$ cat src/rtl/mem_wb_if.sv
// mem_wb_if: MEM-side write bundle in, WB-side write bundle out, for mem_wb_pipe.
interface mem_wb_if #(
  parameter int NLANE  = 2,
  parameter int REG_W  = 32,
  parameter int ADDR_W = 5
);
  logic [NLANE*ADDR_W-1:0] mem_wd, wb_wd;
  logic [NLANE-1:0]        mem_wreg, wb_wreg, mem_whilo, wb_whilo;
  logic [NLANE*REG_W-1:0]  mem_wdata, wb_wdata, mem_hi, wb_hi, mem_lo, wb_lo;
  modport master (
    output mem_wd, mem_wreg, mem_wdata, mem_hi, mem_lo, mem_whilo,
    input  wb_wd, wb_wreg, wb_wdata, wb_hi, wb_lo, wb_whilo
  );
  modport slave (
    input  mem_wd, mem_wreg, mem_wdata, mem_hi, mem_lo, mem_whilo,
    output wb_wd, wb_wreg, wb_wdata, wb_hi, wb_lo, wb_whilo
  );
endinterface

$ cat src/rtl/mem_wb_pipe.sv
// mem_wb_pipe: DEPTH-stage MEM->WB register with stall/bubble/flush and youngest-first forwarding lookup.
// Forwarding logic is built only when MEMWB_FWD_EN is defined; otherwise fwd_* outputs are tied to 0.
module mem_wb_pipe #(
  parameter int NLANE  = 2,
  parameter int DEPTH  = 1,
  parameter int REG_W  = 32,
  parameter int ADDR_W = 5
) (
  input  logic              clk,
  input  logic              rst,
  input  logic              stall_cur,
  input  logic              stall_nxt,
  input  logic              flush,
  mem_wb_if.slave           bus,
  input  logic [ADDR_W-1:0] fwd_raddr,
  output logic              fwd_hit,
  output logic [REG_W-1:0]  fwd_data,
  output logic              fwd_hilo_hit,
  output logic [REG_W-1:0]  fwd_hi,
  output logic [REG_W-1:0]  fwd_lo
);
  logic [NLANE*ADDR_W-1:0] s_wd    [DEPTH];
  logic [NLANE-1:0]        s_wreg  [DEPTH];
  logic [NLANE*REG_W-1:0]  s_wdata [DEPTH];
  logic [NLANE*REG_W-1:0]  s_hi    [DEPTH];
  logic [NLANE*REG_W-1:0]  s_lo    [DEPTH];
  logic [NLANE-1:0]        s_whilo [DEPTH];

  always_ff @(posedge clk) begin
    if (rst || flush) begin
      s_wd    <= '{default: '0};
      s_wreg  <= '{default: '0};
      s_wdata <= '{default: '0};
      s_hi    <= '{default: '0};
      s_lo    <= '{default: '0};
      s_whilo <= '{default: '0};
    end else begin
      if (!stall_cur) begin
        s_wd[0]    <= bus.mem_wd;
        s_wreg[0]  <= bus.mem_wreg;
        s_wdata[0] <= bus.mem_wdata;
        s_hi[0]    <= bus.mem_hi;
        s_lo[0]    <= bus.mem_lo;
        s_whilo[0] <= bus.mem_whilo;
      end else if (!stall_nxt) begin
        s_wd[0]    <= '0;
        s_wreg[0]  <= '0;
        s_wdata[0] <= '0;
        s_hi[0]    <= '0;
        s_lo[0]    <= '0;
        s_whilo[0] <= '0;
      end
      // later stages always advance; only stage 0 is a hold point
      for (int k = 1; k < DEPTH; k++) begin
        s_wd[k]    <= s_wd[k-1];
        s_wreg[k]  <= s_wreg[k-1];
        s_wdata[k] <= s_wdata[k-1];
        s_hi[k]    <= s_hi[k-1];
        s_lo[k]    <= s_lo[k-1];
        s_whilo[k] <= s_whilo[k-1];
      end
    end
  end

  assign bus.wb_wd    = s_wd[DEPTH-1];
  assign bus.wb_wreg  = s_wreg[DEPTH-1];
  assign bus.wb_wdata = s_wdata[DEPTH-1];
  assign bus.wb_hi    = s_hi[DEPTH-1];
  assign bus.wb_lo    = s_lo[DEPTH-1];
  assign bus.wb_whilo = s_whilo[DEPTH-1];

`ifdef MEMWB_FWD_EN
  // scan oldest to youngest so the last match (youngest) wins
  always_comb begin
    fwd_hit      = 1'b0;
    fwd_data     = '0;
    fwd_hilo_hit = 1'b0;
    fwd_hi       = '0;
    fwd_lo       = '0;
    for (int k = DEPTH - 1; k >= 0; k--) begin
      for (int l = 0; l < NLANE; l++) begin
        if (s_wreg[k][l] && fwd_raddr != '0 && s_wd[k][l*ADDR_W +: ADDR_W] == fwd_raddr) begin
          fwd_hit  = 1'b1;
          fwd_data = s_wdata[k][l*REG_W +: REG_W];
        end
        if (s_whilo[k][l]) begin
          fwd_hilo_hit = 1'b1;
          fwd_hi       = s_hi[k][l*REG_W +: REG_W];
          fwd_lo       = s_lo[k][l*REG_W +: REG_W];
        end
      end
    end
  end
`else
  logic unused_fwd_raddr;
  assign unused_fwd_raddr = ^fwd_raddr;
  assign fwd_hit      = 1'b0;
  assign fwd_data     = '0;
  assign fwd_hilo_hit = 1'b0;
  assign fwd_hi       = '0;
  assign fwd_lo       = '0;
`endif
endmodule

$ cat src/flat_wrapper.sv
// flat-port wrapper written by rule: the top's interface ports become plain ports
module mem_wb_pipe_flat 
#(
  parameter int NLANE  = 2,
  parameter int DEPTH  = 1,
  parameter int REG_W  = 32,
  parameter int ADDR_W = 5
)
  (clk, rst, stall_cur, stall_nxt, flush, fwd_raddr, fwd_hit, fwd_data, fwd_hilo_hit, fwd_hi, fwd_lo, bus_mem_wd, bus_mem_wreg, bus_mem_wdata, bus_mem_hi, bus_mem_lo, bus_mem_whilo, bus_wb_wd, bus_wb_wreg, bus_wb_wdata, bus_wb_hi, bus_wb_lo, bus_wb_whilo);
  mem_wb_if #(.NLANE(NLANE), .REG_W(REG_W), .ADDR_W(ADDR_W)) bus_i ();
  input  logic clk;
  input  logic rst;
  input  logic stall_cur;
  input  logic stall_nxt;
  input  logic flush;
  input  logic [ADDR_W-1:0] fwd_raddr;
  output logic fwd_hit;
  output logic [REG_W-1:0] fwd_data;
  output logic fwd_hilo_hit;
  output logic [REG_W-1:0] fwd_hi;
  output logic [REG_W-1:0] fwd_lo;
  input wire logic [$bits(bus_i.mem_wd)-1:0] bus_mem_wd;
  input wire logic [$bits(bus_i.mem_wreg)-1:0] bus_mem_wreg;
  input wire logic [$bits(bus_i.mem_wdata)-1:0] bus_mem_wdata;
  input wire logic [$bits(bus_i.mem_hi)-1:0] bus_mem_hi;
  input wire logic [$bits(bus_i.mem_lo)-1:0] bus_mem_lo;
  input wire logic [$bits(bus_i.mem_whilo)-1:0] bus_mem_whilo;
  output wire logic [$bits(bus_i.wb_wd)-1:0] bus_wb_wd;
  output wire logic [$bits(bus_i.wb_wreg)-1:0] bus_wb_wreg;
  output wire logic [$bits(bus_i.wb_wdata)-1:0] bus_wb_wdata;
  output wire logic [$bits(bus_i.wb_hi)-1:0] bus_wb_hi;
  output wire logic [$bits(bus_i.wb_lo)-1:0] bus_wb_lo;
  output wire logic [$bits(bus_i.wb_whilo)-1:0] bus_wb_whilo;
  assign bus_i.mem_wd = bus_mem_wd;
  assign bus_i.mem_wreg = bus_mem_wreg;
  assign bus_i.mem_wdata = bus_mem_wdata;
  assign bus_i.mem_hi = bus_mem_hi;
  assign bus_i.mem_lo = bus_mem_lo;
  assign bus_i.mem_whilo = bus_mem_whilo;
  assign bus_wb_wd = bus_i.wb_wd;
  assign bus_wb_wreg = bus_i.wb_wreg;
  assign bus_wb_wdata = bus_i.wb_wdata;
  assign bus_wb_hi = bus_i.wb_hi;
  assign bus_wb_lo = bus_i.wb_lo;
  assign bus_wb_whilo = bus_i.wb_whilo;
  mem_wb_pipe #(.NLANE(NLANE), .DEPTH(DEPTH), .REG_W(REG_W), .ADDR_W(ADDR_W)) u_core (.clk(clk), .rst(rst), .stall_cur(stall_cur), .stall_nxt(stall_nxt), .flush(flush), .bus(bus_i), .fwd_raddr(fwd_raddr), .fwd_hit(fwd_hit), .fwd_data(fwd_data), .fwd_hilo_hit(fwd_hilo_hit), .fwd_hi(fwd_hi), .fwd_lo(fwd_lo));
endmodule
$ cat config.mk
export PLATFORM = sky130hd
export DESIGN_NAME = mem_wb_pipe_flat
export DESIGN_NICKNAME = d
export VERILOG_FILES = /design/src/rtl/mem_wb_if.sv /design/src/rtl/mem_wb_pipe.sv /design/src/flat_wrapper.sv
export SDC_FILE = /design/constraint.sdc
export NUM_CORES = 1
export LEC_CHECK = 0
export BUFFER_PORTS_ARGS = -buffer_cell sky130_fd_sc_hd__buf_2
export CAP_MARGIN = 20
export CORE_AREA = 4 4 202 204
export DETAILED_ROUTE_END_ITERATION = 8
export DIE_AREA = 0 0 206 208
export PLACE_DENSITY = 0.48
export SETUP_SLACK_MARGIN = 0.02
export SYNTH_ARGS = -nofsm -noshare
export SYNTH_HDL_FRONTEND = slang
export SYNTH_SLANG_ARGS = --single-unit
$ cat constraint.sdc
create_clock -name clk -period 1.4 [get_ports clk]
set_input_delay 0.14 -clock clk [delete_from_list [all_inputs] [get_ports clk]]
set_output_delay 0.14 -clock clk [all_outputs]
set_load 0.005 [all_outputs]
# [Word level (Yosys, flattened, before mapping)]
# Index checks and enable logic that the tools add are counted.
# Widths: inputs -> output; s select.
[word_totals] reg_bits=206 latch_bits=0 ram_bits=0 rom_bits=0 input_bits=216 output_inout_bits=304 elab_cells=17 mem_count=0
[op_classes] n_addsub=0 n_mul=0 n_div=0 magnitude_cmp=0 n_eq_ne=1 shifts=0 mux=9 bitwise=0 reduce_logical=1
[ops] operator="$mux 64" count=4
[ops] operator="$mux 10" count=2
[ops] operator="$mux 2" count=3
[ops] operator="$ne 2x2->1 const B" count=1
[ops] operator="$logic_or 1x1->1" count=1

# [Depth between registers and ports, before layout]
# Gate-level depths: netlist (run 1).
[depth] word_depth=2 depth_mapped=6 mapped_depth_nobuf=2

# [Worst setup path after synthesis (run 1)]
# No wires, ideal clock.
[synth_timing] kind="input to register" start="input port flush" end="register u_core.s_lo, in the netlist u_core.bus.wb_lo[26]" setup_ns=0.066 arrival_time_ns=0.904 t_required_ns=1.334 slack_ns=0.429 path_stages=5 path_buffers=3 path_cell_list="or2_1 > buf_6 > buf_6 > buf_2 > a21oi_2"
[synth_via] elab_chain_len=1
[synth_lines] element="from (decl)" line="flat_wrapper.sv:15" rtl="input logic flush;"
[synth_lines] element="$logic_or 1x1->1" line="mem_wb_pipe.sv:30" rtl="if (rst || flush) begin"
[synth_lines] element="to (signal, indexed assignment)" line="mem_wb_pipe.sv:59" rtl="s_lo[k] <= s_lo[k-1];"
[synth_lines] element="to (decl)" line="mem_wb_pipe.sv:26" rtl="logic [NLANE*REG_W-1:0] s_lo [DEPTH];"
# No other way between the ends.
# A chain may end at the register's enable or synchronous reset.

==> results.tsv, run 1 <==
stage	metric	value	unit
critical_path	worstPathArrival	1.68	ns
timing	timing.final.crit_share	87.3	%
detailed_routing	drc	0	
critical_path	critPathLaunch	u_core.bus.wb_lo[17]$_SDFFE_PP0P_	
critical_path	worstPathCellList	nand3_1 -> a21oi_2 -> dlygate4sd3_1	
critical_path	cp_slowest_cell	sky130_fd_sc_hd__dlygate4sd3_1	
critical_path	reg2reg_depth	3	
timing	timing_hold_violations_final	0	
critical_path	worst-endpoint-required	1.86	ns
pwr	vdd.ir_drop.worst	0.000860	V
critical_path	crit-reg2reg-capture	u_core.bus.wb_lo[17]$_SDFFE_PP0P_	
placed_design	place_area	12400	um^2
critical_path	critPathCaptureType	register	
critical_path	crit_end	u_core.bus.wb_lo[17]$_SDFFE_PP0P_	
pwr	power.density	945	nW/um^2
layout	most_common_cell_after_layout_fill_and_taps_aside	sky130_fd_sc_hd__buf_2	
global_routing	grt_start_max_net_pins	56	
layout	final_core_utilization	39.1	%
min_path	min_path_cells	3	
global_routing	use_met3	3.12	%
pwr	total_leakage_power	6.32	nW
cts	cts_htree_levels	1	
layout	fillerInstances	3943	
critical_path	r2r_start	u_core.bus.wb_lo[17]$_SDFFE_PP0P_	
cts	ctsRootBufferMaster	sky130_fd_sc_hd__clkbuf_16	
yosys	synth.avg_cell_area	10.0	um^2
detailed_routing	via_per_inst	4.12	
cts	cts_buffer_depth	3	
yosys	synth.ff_latch_count	206	
cts	cts_repair_resize_count	0	
timing	setup_total_negative_slack	0	ns
detailed_routing	route.vias.total	8912	
global_routing	global_route_wire_length_before_repair	48.4	mm
timing	finalMaxSlewViolations	0	
placed_design	dp.final_hpwl	21.6	mm
yosys	seq_area_frac_synth	40.5	%
yosys	ys.warnings.count	0	
die	die_y	208	um
run_status	status	complete, no violations	
global_routing	use_met1	16.7	%
cts	cts_made_buffers	25	
pwr	power.total	14.5	mW
timing	unrepaired_setup_endpoints_after_global_routing	no	
die	design.die.area	42800	um^2
global_routing	grt_antenna_before_repair	1	
global_routing	total_routing_usage_reported_by_global_routing	13.6	%
detailed_routing	detail_route.iter0.violations	393	
cts	numClockSinks	206	
timing	highest_achievable_clock_rate	818	MHz
detailed_routing	detail_route.wirelength	31.3	mm
die	count_of_boundary_i_o_pins	520	
global_routing	groute.layer.met2.usage	23.1	%
cts	cts_tree	done	
die	die-width	206	um
flow_run	drv.max_cap_violation_count	0	
layout	areaGrowthSynthToFinish	50.9	%
die	placementRows	73	
global_routing	grt_overflow_total	0	
timing	final.min_clock_period	1.22	ns
cts	post-cts-setup-buffers	0	
timing	setup_viol	0	
cts	clk_transition_reported_paths	0.06	ns
detailed_routing	post_route_antenna_net_violation_count	0	
timing	maxSlewHeadroom	62.0	%
critical_path	crit_type	register to register	
detailed_routing	detailedRoute.firstPassIterationCount	4	
die	core	39300	um^2
placed_design	placement.io_buffers	416	
cts	cts.hold.buffers_added	211	
timing	final.setup_skew	0	ns
critical_path	regToRegSetupSlack	0.18	ns
layout	final_net_count	1838	
global_routing	grt_pass1_vias	9035	
timing	tightestPinTransition	0.570	ns
critical_path	timing.critical_path.fanout_max	2	
yosys	cell_variety_after_synth	15	
yosys	mappedNetlistArea	10200	um^2
global_routing	global_route.peak_usage_layer	met2	
die	start_util	25.9	%
detailed_routing	drt-wirelength-per-cell	14.4	um
critical_path	critical-path-max-stage-delay	0.55	ns
yosys	synthesis.instances	1016	
min_path	worst_hold_path_type	input pin to register	
layout	layout.cell_area.non_filler	15300	um^2
layout	layout_common_cells	sky130_fd_sc_hd__buf_2 (414), sky130_fd_sc_hd__dlygate4sd3_1 (211), sky130_fd_sc_hd__nand2b_1 (206), sky130_fd_sc_hd__dfxtp_1 (206), sky130_fd_sc_hd__a21oi_2 (180)	
placed_design	routabilityCongestion	0.748	
cts	clkLatencyLatePin	0.51	ns
layout	layout-drive-gt1-share	48.9	%
critical_path	cp-start-kind	register	
[critical path, delay by kind of cell (launching register included)]
kind | cells | cell delay, ns
buffers and inverters | 1 | 0.55
flip-flops | 1 | 0.37
AO/OA/AOI/OAI | 1 | 0.13
AND/OR/NAND/NOR | 1 | 0.11
[where the power goes]
part	internal, mW	switching (mW)
Clock	3.71	2.49
Combinational	1.11	1.05
Sequential	6.04	0.102
[how the worst min path moves through the flow]
| stage | startpoint | end | slack, ns |
|---|---|---|---|
| 2_1_floorplan | bus_mem_wd[0] | u_core.bus.wb_wd[0]$_SDFFE_PP0P_ | 0.29 |
| 3_5_place_dp | bus_mem_wreg[1] | u_core.bus.wb_wreg[1]$_SDFFE_PP0P_ | 0.40 |
| 5_1_grt | stall_cur | u_core.bus.wb_wdata[47]$_SDFFE_PP0P_ | 0.06 |
| 6_report | stall_cur | u_core.bus.wb_wdata[47]$_SDFFE_PP0P_ | 0.06 |
| 4_1_cts | stall_cur | u_core.bus.wb_wdata[47]$_SDFFE_PP0P_ | 0.04 |
| 3_3_place_gp | bus_mem_wreg[1] | u_core.bus.wb_wreg[1]$_SDFFE_PP0P_ | 0.40 |
[Yosys cell counts]
master	count	area, um^2
sky130_fd_sc_hd__dfxtp_1	206	4120
sky130_fd_sc_hd__or2_1	1	6.26
sky130_fd_sc_hd__buf_1	1	3.75
sky130_fd_sc_hd__nand2b_1	206	1290
sky130_fd_sc_hd__nand3_2	120	1200
sky130_fd_sc_hd__conb_1	1	3.75
sky130_fd_sc_hd__buf_4	107	803
sky130_fd_sc_hd__buf_2	37	185
sky130_fd_sc_hd__a21oi_2	180	1580
sky130_fd_sc_hd__a21oi_1	26	130
sky130_fd_sc_hd__nand3_1	86	430
sky130_fd_sc_hd__buf_8	1	15.0
sky130_fd_sc_hd__clkbuf_1	26	97.6
sky130_fd_sc_hd__buf_12	12	240
sky130_fd_sc_hd__buf_6	6	67.6
[registers in the layout, summed over array words and instances (netlist names)]
name	count
u_core.bus.wb_wdata	64
u_core.bus.wb_whilo	2
u_core.bus.wb_lo	64
u_core.bus.wb_wd	10
u_core.bus.wb_hi	64
u_core.bus.wb_wreg	2
[through the flow]
stage / setup slack [ns] / instances / hold WS (ns)
after detailed placement: 0.147 / 1909 / 0.401
after floorplan: 0.429 / 1113 / 0.285
after global placement: 0.175 / 1909 / 0.398
final: 0.178 / 2163 / 0.0552
after CTS: 0.177 / 2162 / 0.0361
after global routing: 0.129 / 2163 / 0.0630
[layer usage]
layer	vias up	part of all wire, %
li1	4425	-
met1	4127	41
met2	289	48
met3	71	7.2
met4	0	3.7
met5	-	0
[layout make-up]
cell class	count	area [um^2]	area share, %
antenna	1	2.50	0.0163
clock buffer	37	761	4.96
clock inverter	5	25.0	0.163
multi-input combinational	717	5000	32.6
sequential	206	4120	26.9
tap	525	657	4.28
timing repair buffer	672	4780	31.1
[cells by family (layout without fill, tap and decap cells)]
logic type / Yosys count / after routing / share of synthesized area [%]
AND/OR/NAND/NOR: 413 / 413 / 28.8
buffers and inverters: 190 / 714 / 13.9
flip-flops: 206 / 206 / 40.5
AO/OA/AOI/OAI: 206 / 206 / 16.8
other: 1 / 99 / 0.0369
(Power assumes the default switching activity.)
==> run 2: changes to the inputs <==
CTS_BUF_LIST = sky130_fd_sc_hd__clkbuf_16   (was unset)
==> run 2 against run 1 <==
  * Sequential share of layout area grew 0.16 points
  * First-iteration DRC count shrank 2.3%
  * Clock power shrank 8.7%
  * Clock-buffer cell count shrank 12
  * Global-route usage is essentially flat
  * Register-to-register slack is essentially flat
  * Total power shrank 3.7%
  * Sequential power is essentially flat
  * Critical path depth is the same
  * Routed wire length is essentially flat
  * Cell count is the same
  * Worst setup slack gained 0.0033 ns
==> results.tsv, run 2 (same netlist as run 1, synthesis figures left out) <==
stage	metric	value	unit
layout	areaGrowthSynthToFinish	50.0	%
timing	timing_hold_violations_final	0	
timing	highest_achievable_clock_rate	820	MHz
cts	cts_buffer_depth	3	
detailed_routing	via_per_inst	4.11	
detailed_routing	detailedRoute.firstPassIterationCount	5	
cts	cts_tree	done	
detailed_routing	drt-wirelength-per-cell	14.5	um
layout	layout-drive-gt1-share	48.4	%
cts	cts.hold.buffers_added	211	
critical_path	cp_slowest_cell	sky130_fd_sc_hd__dlygate4sd3_1	
layout	post_layout_nonfiller_instances	2163	
timing	setup_viol	0	
die	core	39300	um^2
timing	setup_total_negative_slack	0	ns
timing	timing.final.crit_share	87.1	%
die	die_y	208	um
placed_design	routabilityCongestion	0.748	
critical_path	cp-start-kind	register	
critical_path	critPathCaptureType	register	
detailed_routing	detail_route.iter0.violations	384	
layout	most_common_cell_after_layout_fill_and_taps_aside	sky130_fd_sc_hd__buf_2	
run_status	status	complete, no violations	
global_routing	global_route_wire_length_before_repair	48.5	mm
cts	clk_transition_reported_paths	0.06	ns
layout	fillerInstances	3956	
detailed_routing	drc	0	
critical_path	worst-endpoint-required	1.86	ns
timing	fin_hold_ws	0.0562	ns
cts	numClockSinks	206	
timing	tightestPinTransition	0.559	ns
detailed_routing	detail_route.wirelength	31.3	mm
pwr	total_leakage_power	6.28	nW
global_routing	grt_antenna_before_repair	1	
die	start_util	25.9	%
cts	cts_repair_resize_count	0	
timing	final.setup_skew	0	ns
detailed_routing	route.vias.total	8893	
die	die-width	206	um
pwr	power.density	916	nW/um^2
critical_path	critical-path-max-stage-delay	0.55	ns
cts	ctsRootBufferMaster	sky130_fd_sc_hd__clkbuf_16	
critical_path	timing.critical_path.fanout_max	2	
pwr	vdd.ir_drop.worst	0.000858	V
cts	post-cts-setup-buffers	0	
cts	cts_made_buffers	25	
global_routing	grt_start_max_net_pins	56	
critical_path	worstPathArrival	1.68	ns
die	placementRows	73	
timing	finalMaxSlewViolations	0	
flow_run	drv.max_cap_violation_count	0	
min_path	worst_hold_path_type	input pin to register	
timing	unrepaired_setup_endpoints_after_global_routing	no	
global_routing	total_routing_usage_reported_by_global_routing	13.6	%
placed_design	dp_cell_count	1909	
layout	layout_common_cells	sky130_fd_sc_hd__buf_2 (414), sky130_fd_sc_hd__dlygate4sd3_1 (211), sky130_fd_sc_hd__nand2b_1 (206), sky130_fd_sc_hd__dfxtp_1 (206), sky130_fd_sc_hd__a21oi_2 (180)	
critical_path	regToRegSetupSlack	0.18	ns
timing	final.min_clock_period	1.22	ns
global_routing	grt_overflow_total	0	
placed_design	placement.io_buffers	416	
timing	maxSlewHeadroom	62.7	%
critical_path	worstPathCellList	nand3_1 -> a21oi_2 -> dlygate4sd3_1	
detailed_routing	post_route_antenna_net_violation_count	0	
global_routing	grt_pass1_vias	9050	
critical_path	crit_type	register to register	
placed_design	dp.final_hpwl	21.6	mm
cts	clkLatencyLatePin	0.51	ns
cts	cts_htree_levels	1	
die	design.die.area	42800	um^2
die	count_of_boundary_i_o_pins	520	
layout	final_net_count	1838	
==> run 2: cell types whose count changed in the layout (fill, tap and decap cells not counted), sizes merged <==
cell,change
clkbuf,-12
inv,+3
clkinv,+9
==> run 2: layout make-up <==
cell class | count | area, um^2 | share of cell area (%)
Antenna cell | 1 | 2.50 | 0.0164
Clock buffer | 25 | 626 | 4.10
Timing Repair Buffer | 672 | 4780 | 31.3
Clock inverter | 17 | 70.1 | 0.459
Multi-Input combinational cell | 717 | 5000 | 32.8
Sequential cell | 206 | 4120 | 27.0
Tap cell | 525 | 657 | 4.30
==> run 2: where the power goes <==
group          internal [mW]  switching (mW)  total, mW
Clock                   3.20            2.48       5.67
Combinational           1.11            1.05       2.17
Sequential              6.04           0.101       6.14
==> run 2: per-layer routing <==
metal,track usage (%),vias up,routed length (um)
met5,0,-,0
met4,5.51,0,1160
met3,3.16,71,2220
met2,23.0,285,15100
met1,16.7,4105,12800
li1,-,4432,-
==> run 2: per-stage QoR <==
stage / cell area (um^2) / setup WS (ns) / utilization [%] / total power [mW]
6_report: 15300 / 0.181 / 38.9 / 14.0
5_1_grt: 15300 / 0.129 / 38.9 / 14.7
4_1_cts: 15300 / 0.177 / 38.8 / 14.2
3_5_place_dp: 12400 / 0.147 / 31.7 / 7.97
3_3_place_gp: 12400 / 0.175 / 31.7 / 7.97
2_1_floorplan: 10500 / 0.429 / - / 7.46
==> run 2: path summary, 6_finish.rpt <==
| path | from | endpoint | cells past startpoint |
|---|---|---|---|
| worst max-delay path | u_core.bus.wb_lo[17]$_SDFFE_PP0P_ | u_core.bus.wb_lo[17]$_SDFFE_PP0P_ | 3 |
| worst min-delay path | stall_cur | u_core.bus.wb_wdata[47]$_SDFFE_PP0P_ | 3 |
| worst max register to register | u_core.bus.wb_lo[17]$_SDFFE_PP0P_ | u_core.bus.wb_lo[17]$_SDFFE_PP0P_ | 3 |
| worst min register to register | u_core.bus.wb_wdata[56]$_SDFFE_PP0P_ | u_core.bus.wb_wdata[56]$_SDFFE_PP0P_ | 2 |
==> run 2: worst max-delay path, delay by kind of cell (launching register included) <==
kind	cells	cell delay [ns]
buffers and inverters	1	0.55
flip-flops	1	0.37
AO/OA/AOI/OAI	1	0.13
AND/OR/NAND/NOR	1	0.11
